$ cat src/rtl/row_stream_loader.sv
// Row/CNN-word loader: buffers host rows in a small FIFO, releases one per send edge, then streams CNN words.
// Optional interrupt output enabled by defining ROW_STREAM_LOADER_IRQ_EN (otherwise irq is tied low).
module row_stream_loader #(
  parameter int ROW_W      = 480,
  parameter int DATA_W     = 16,
  parameter int NUM_ROWS   = 29,
  parameter int FIFO_DEPTH = 4,
  parameter int CNT_W      = 16
) (
  input  logic              clk,
  input  logic              rst,
  input  logic              start,
  input  logic [ROW_W-1:0]  host_row,
  input  logic              host_row_valid,
  output logic              host_row_ready,
  input  logic [DATA_W-1:0] host_data,
  input  logic              host_data_valid,
  input  logic              host_data_last,
  output logic              host_data_ready,
  input  logic              send,
  input  logic              stop,
  output logic [ROW_W-1:0]  row_out,
  output logic              row_valid,
  output logic [DATA_W-1:0] cnn_data,
  output logic              cnn_data_valid,
  output logic              load_process,
  output logic              cnn_image,
  output logic [CNT_W-1:0]  rows_loaded,
  output logic              done,
  output logic              irq
);

  localparam int AW = (FIFO_DEPTH > 2) ? $clog2(FIFO_DEPTH) : 1;
  localparam logic [CNT_W-1:0] ROWS_MAX = CNT_W'(NUM_ROWS);
  localparam logic [AW:0]      DEPTH_C  = (AW+1)'(FIFO_DEPTH);
  localparam logic [AW:0]      CNT_ONE  = 1;
  localparam logic [AW-1:0]    PTR_ONE  = 1;

  typedef enum logic [1:0] {IDLE, ROWS, DATA, DONE} state_t;

  state_t           state;
  logic [ROW_W-1:0] mem [FIFO_DEPTH];
  logic [AW-1:0]    wr_ptr, rd_ptr;
  logic [AW:0]      count;
  logic [CNT_W-1:0] pushed;
  logic             send_q, pending;
  logic             send_edge, push, pop, accept, full, empty;
  logic             start_ok, last_pop, last_word;

  assign full            = (count == DEPTH_C);
  assign empty           = (count == '0);
  assign send_edge       = send & ~send_q;
  assign host_row_ready  = (state == ROWS) && !full && (pushed < ROWS_MAX);
  assign push            = host_row_valid && host_row_ready;
  // A fresh edge or an outstanding request is served only when a row is available and not frozen.
  assign pop             = (state == ROWS) && !stop && !empty && (send_edge || pending);
  assign host_data_ready = (state == DATA) && !stop;
  assign accept          = host_data_valid && host_data_ready;
  assign start_ok        = start && ((state == IDLE) || (state == DONE));
  assign last_pop        = pop && ((rows_loaded + CNT_W'(1)) == ROWS_MAX);
  assign last_word       = accept && host_data_last;

  always_ff @(posedge clk) begin
    if (push) mem[wr_ptr] <= host_row;
  end

  always_ff @(posedge clk or negedge rst) begin
    if (!rst) begin
      state          <= IDLE;
      wr_ptr         <= '0;
      rd_ptr         <= '0;
      count          <= '0;
      pushed         <= '0;
      send_q         <= 1'b0;
      pending        <= 1'b0;
      row_out        <= '0;
      row_valid      <= 1'b0;
      cnn_data       <= '0;
      cnn_data_valid <= 1'b0;
      load_process   <= 1'b0;
      cnn_image      <= 1'b0;
      rows_loaded    <= '0;
      done           <= 1'b0;
    end else begin
      send_q         <= send;
      row_valid      <= 1'b0;
      cnn_data_valid <= 1'b0;
      case (state)
        IDLE, DONE: begin
          if (start_ok) begin
            state        <= ROWS;
            load_process <= 1'b1;
            cnn_image    <= 1'b0;
            done         <= 1'b0;
            rows_loaded  <= '0;
            pushed       <= '0;
            wr_ptr       <= '0;
            rd_ptr       <= '0;
            count        <= '0;
            pending      <= 1'b0;
          end
        end
        ROWS: begin
          if (push) begin
            wr_ptr <= wr_ptr + PTR_ONE;
            pushed <= pushed + CNT_W'(1);
          end
          if (pop) begin
            rd_ptr      <= rd_ptr + PTR_ONE;
            row_out     <= mem[rd_ptr];
            row_valid   <= 1'b1;
            rows_loaded <= rows_loaded + CNT_W'(1);
            pending     <= 1'b0;
            if (last_pop) begin
              state     <= DATA;
              cnn_image <= 1'b1;
            end
          end else if (send_edge) begin
            pending <= 1'b1;
          end
          if (push && !pop) count <= count + CNT_ONE;
          else if (pop && !push) count <= count - CNT_ONE;
        end
        DATA: begin
          if (accept) begin
            cnn_data       <= host_data;
            cnn_data_valid <= 1'b1;
            if (host_data_last) begin
              state        <= DONE;
              load_process <= 1'b0;
              cnn_image    <= 1'b0;
              done         <= 1'b1;
            end
          end
        end
        default: state <= IDLE;
      endcase
    end
  end

`ifdef ROW_STREAM_LOADER_IRQ_EN
  // Saturates at 256 so a stuck request raises exactly one timeout pulse.
  logic [8:0] wait_cnt;

  always_ff @(posedge clk or negedge rst) begin
    if (!rst) begin
      irq      <= 1'b0;
      wait_cnt <= '0;
    end else begin
      irq <= 1'b0;
      if (last_pop || last_word) irq <= 1'b1;
      if (start_ok || pop || (state != ROWS) || !pending) begin
        wait_cnt <= '0;
      end else if (wait_cnt != 9'd256) begin
        wait_cnt <= wait_cnt + 9'd1;
        if (wait_cnt == 9'd255) irq <= 1'b1;
      end
    end
  end
`else
  assign irq = 1'b0;
`endif

endmodule

$ cat config.mk
export PLATFORM = sky130hd
export DESIGN_NAME = row_stream_loader
export DESIGN_NICKNAME = d
export VERILOG_FILES = /design/src/rtl/row_stream_loader.sv
export SDC_FILE = /design/constraint.sdc
export NUM_CORES = 2
export LEC_CHECK = 0
export ABC_AREA = 1
export CAP_MARGIN = 20
export CORE_MARGIN = 1.5
export CORE_UTILIZATION = 50
export DETAILED_ROUTE_END_ITERATION = 16
export GPL_ROUTABILITY_DRIVEN = 0
export GPL_TIMING_DRIVEN = 0
export PLACE_DENSITY = 0.76
export SYNTH_ARGS = -nofsm -noshare
export SYNTH_HDL_FRONTEND = slang
export SYNTH_SLANG_ARGS = --single-unit
$ cat constraint.sdc
create_clock -name clk -period 39.7 [get_ports clk]
set_input_delay 11.91 -clock clk [delete_from_list [all_inputs] [get_ports clk]]
set_output_delay 11.91 -clock clk [all_outputs]
set_load 0.01 [all_outputs]
==> out/metrics.yaml <==
syn_to_final_growth_pct: 25.7
clock_sinks: 2464
cts_tree: "done"
power.total_w: 0.00809
cap_violations: 0
setup_viol: 0
dp_hpwl_mm: 186
grt_pass1_vias: 62000
initial_core_util_pct: 50.5
vias_per_cell: 5.71
syn_area_sq_um: 91500
ctsLongestPathBuffers: 3
ys_seq_area_share_pct: 77.9
synth_nets: 7602
clock_skew_ns: 0.0602
finalMaxSlewViolations: 0
antenna_found_initial: 121
path_clk_slew_ns: 0.06
ys_types: 30
num_rows: 156
synth_compound_area_share_pct: 8.78
synth_simple_gate_area_share_pct: 10.9
die_y_um: 431
clkPwrFrac_pct: 28.3
design.die.area_sq_um: 186000
cts_root_buf: "clkbuf_16"
h-tree-depth: 4
async_flop_share_pct: 22.1
portBuffers: 1022
drive_above_1_share_pct: 7.09
fin_area_sq_um: 115000
ys_seq_elements: 2464
tightest_slew_ns: 1.14
hold_slack_ns: 0.478
ctsResizeCount: 0
ys_warn_count: 0
grt_pass1_wl_mm: 397
drt_iter0_markers: 6626
drc: 0
hold_viol: 0
rsz0062_at_grt: "no"
endpoint_kind: "primary output"
synth_top_family_by_area: "simple AND/OR/NAND/NOR gates"
yosysMostFrequentCell: "edfxtp_1"
dr.pass1.iters: 8
routed_wl_mm: 274
status: "finished, final reports clean"
synth_edf_count: 1920
p_seq_share_pct: 42.1
vdd_drop_max_v: 0.0000478
p_leak_nw: 42.1
rrSetupSlack_ns: 35.37
multiInputGateArea_sq_um: 18200
clock_latency_ns: 0.89
placed_cell_area_sq_um: 107000
nets: 8951
instances_no_fill: 11100
period_needed_ns: 25.14
required_ns: 27.79
p_comb_share_pct: 29.6
overflow: 0
cp_max_fo: 2
p_int_w: 0.00542
io_pins: 1024
ys_top_cells_by_count: "edfxtp_1, nand2_1, nor2_1, o21ai_0, dfrtp_1"
cts_setup_buffers: 0
p_per_area_nw_per_um2: 70.4
grt_max_degree: 105
synth.area.mux_share_pct: 0
synth.area.top_cells: "edfxtp_1, dfrtp_1, nand2_1"
synth_top_area_share_pct: 63.0
post_drt_wl_per_cell_um: 24.7
fin_setup_tns_ns: 0
cts-hold-fix-buffers: 0
arrival_ns: 13.23
numCtsBuffers: 232
cp-start-kind: "input pin"
coreArea_sq_um: 181000
synthXorXnorAreaFrac_pct: 0.0383
fillerInstances: 13000
fin_crit_sh_pct: 63.3
synth_adder_area_share_pct: 0.172
fp.dieW_um: 431
synth_top_area_cell: "edfxtp_1"
swShare_pct: 33.0
placed_cells: 10600
worst_hold_path_type: "reg2reg"
synth_flop_cell: "edfxtp_1"
crit_type: "in2out"
register_area_sq_um: 71300
track_usage_pct: 28.8
fmaxAchievable_ghz: 0.0398
synth_area_per_cell_sq_um: 12.9
relSlewSlack_pct: 23.7
ant_nets: 0
switchingPower_w: 0.00267
dr_total_vias: 63400
syn_inst: 7086
metal layers:
layer	part of all wire (%)	track usage, %	wire, um	vias up
met5	0.11	0	306	-
met4	6.9	19.4	19000	50
met1	36	35.1	97200	31300
met3	9.1	6.44	25000	728
li1	-	-	-	28000
met2	48	46.1	132000	3402
path summary, 6_finish.rpt:
kind | startpoint | endpoint | cells past startpoint
worst max-delay path | stop | host_data_ready | 3
worst min-delay path | row_out[277] | row_out[277] | 2
worst max register to register | state[1] | mem[1][60] | 13
worst min register to register | row_out[277] | row_out[277] | 2
max in group asynchronous | rst | row_out[77] | 4
min in group asynchronous | rst | cnn_data[0] | 1
cells by family (layout without fill, tap and decap cells):
| logic type | count (synthesis) | in the layout |
|---|---|---|
| and+or+nand+nor | 2623 | 2623 |
| DFF | 2464 | 2464 |
| AOI/OAI and AO/OA | 1483 | 1483 |
| buffers and inverters | 499 | 2056 |
| adders and majority gates | 12 | 12 |
| xor gates and xnor gates | 4 | 4 |
| other | 1 | 97 |
critical path, cell delays in order:
cell and delay [ns]:
clkdlybuf4s50_1 0.46, nor2_1 0.26, clkdlybuf4s50_1 0.59
power groups by stage:
stage	combinational (W)	sequential [W]	clock, W
2_1_floorplan	0.00104	0.00366	0
3_3_place_gp	0.00227	0.00372	0
3_5_place_dp	0.00237	0.00345	0
4_1_cts	0.00240	0.00340	0.00231
5_1_grt	0.00258	0.00344	0.00240
6_report	0.00240	0.00341	0.00229
sequential cells by signal, indices dropped and copies added (netlist names), 2 cells and up:
register,flops
count,3
state,2
cnn_data,16
rows_loaded,16
pushed,16
wr_ptr,2
mem,1920
row_out,480
rd_ptr,2
layout by cell type (no fill, tap or decap), drive strengths merged, types with 2 or more instances in the layout:
master,n
xor2,3
o41ai,2
inv,73
nor3,3
o21ai,989
nand2,1573
clkdlybuf4s50,1021
ha,11
nand4,11
nor2,1007
o22ai,485
clkbuf,638
clkinvlp,12
buf,228
nand3,28
edfxtp,1920
a21oi,6
diode,96
clkinv,62
bufinv,22
dfrtp,544
layout make-up:
cell class                 count  share of cell area, %
timing repair buffer        1115                   10.7
clock buffer                 339                   5.82
buffer                       433                   1.58
antenna                       96                  0.209
sequential                  2464                   62.0
clock inverter               103                   1.14
multi-input combinational   4123                   15.8
tap                         2370                   2.58
inverter                      66                  0.215
through the flow:
step / setup slack, ns / util [%]
after CTS: 14.57 / 63.3
final: 14.56 / 63.4
after detailed placement: 14.58 / 58.9
after global placement: -11.31 / 57.7
after floorplan: 6.34 / -
after global routing: 14.56 / 63.4
Note: power is estimated with default switching activity, not from simulation.
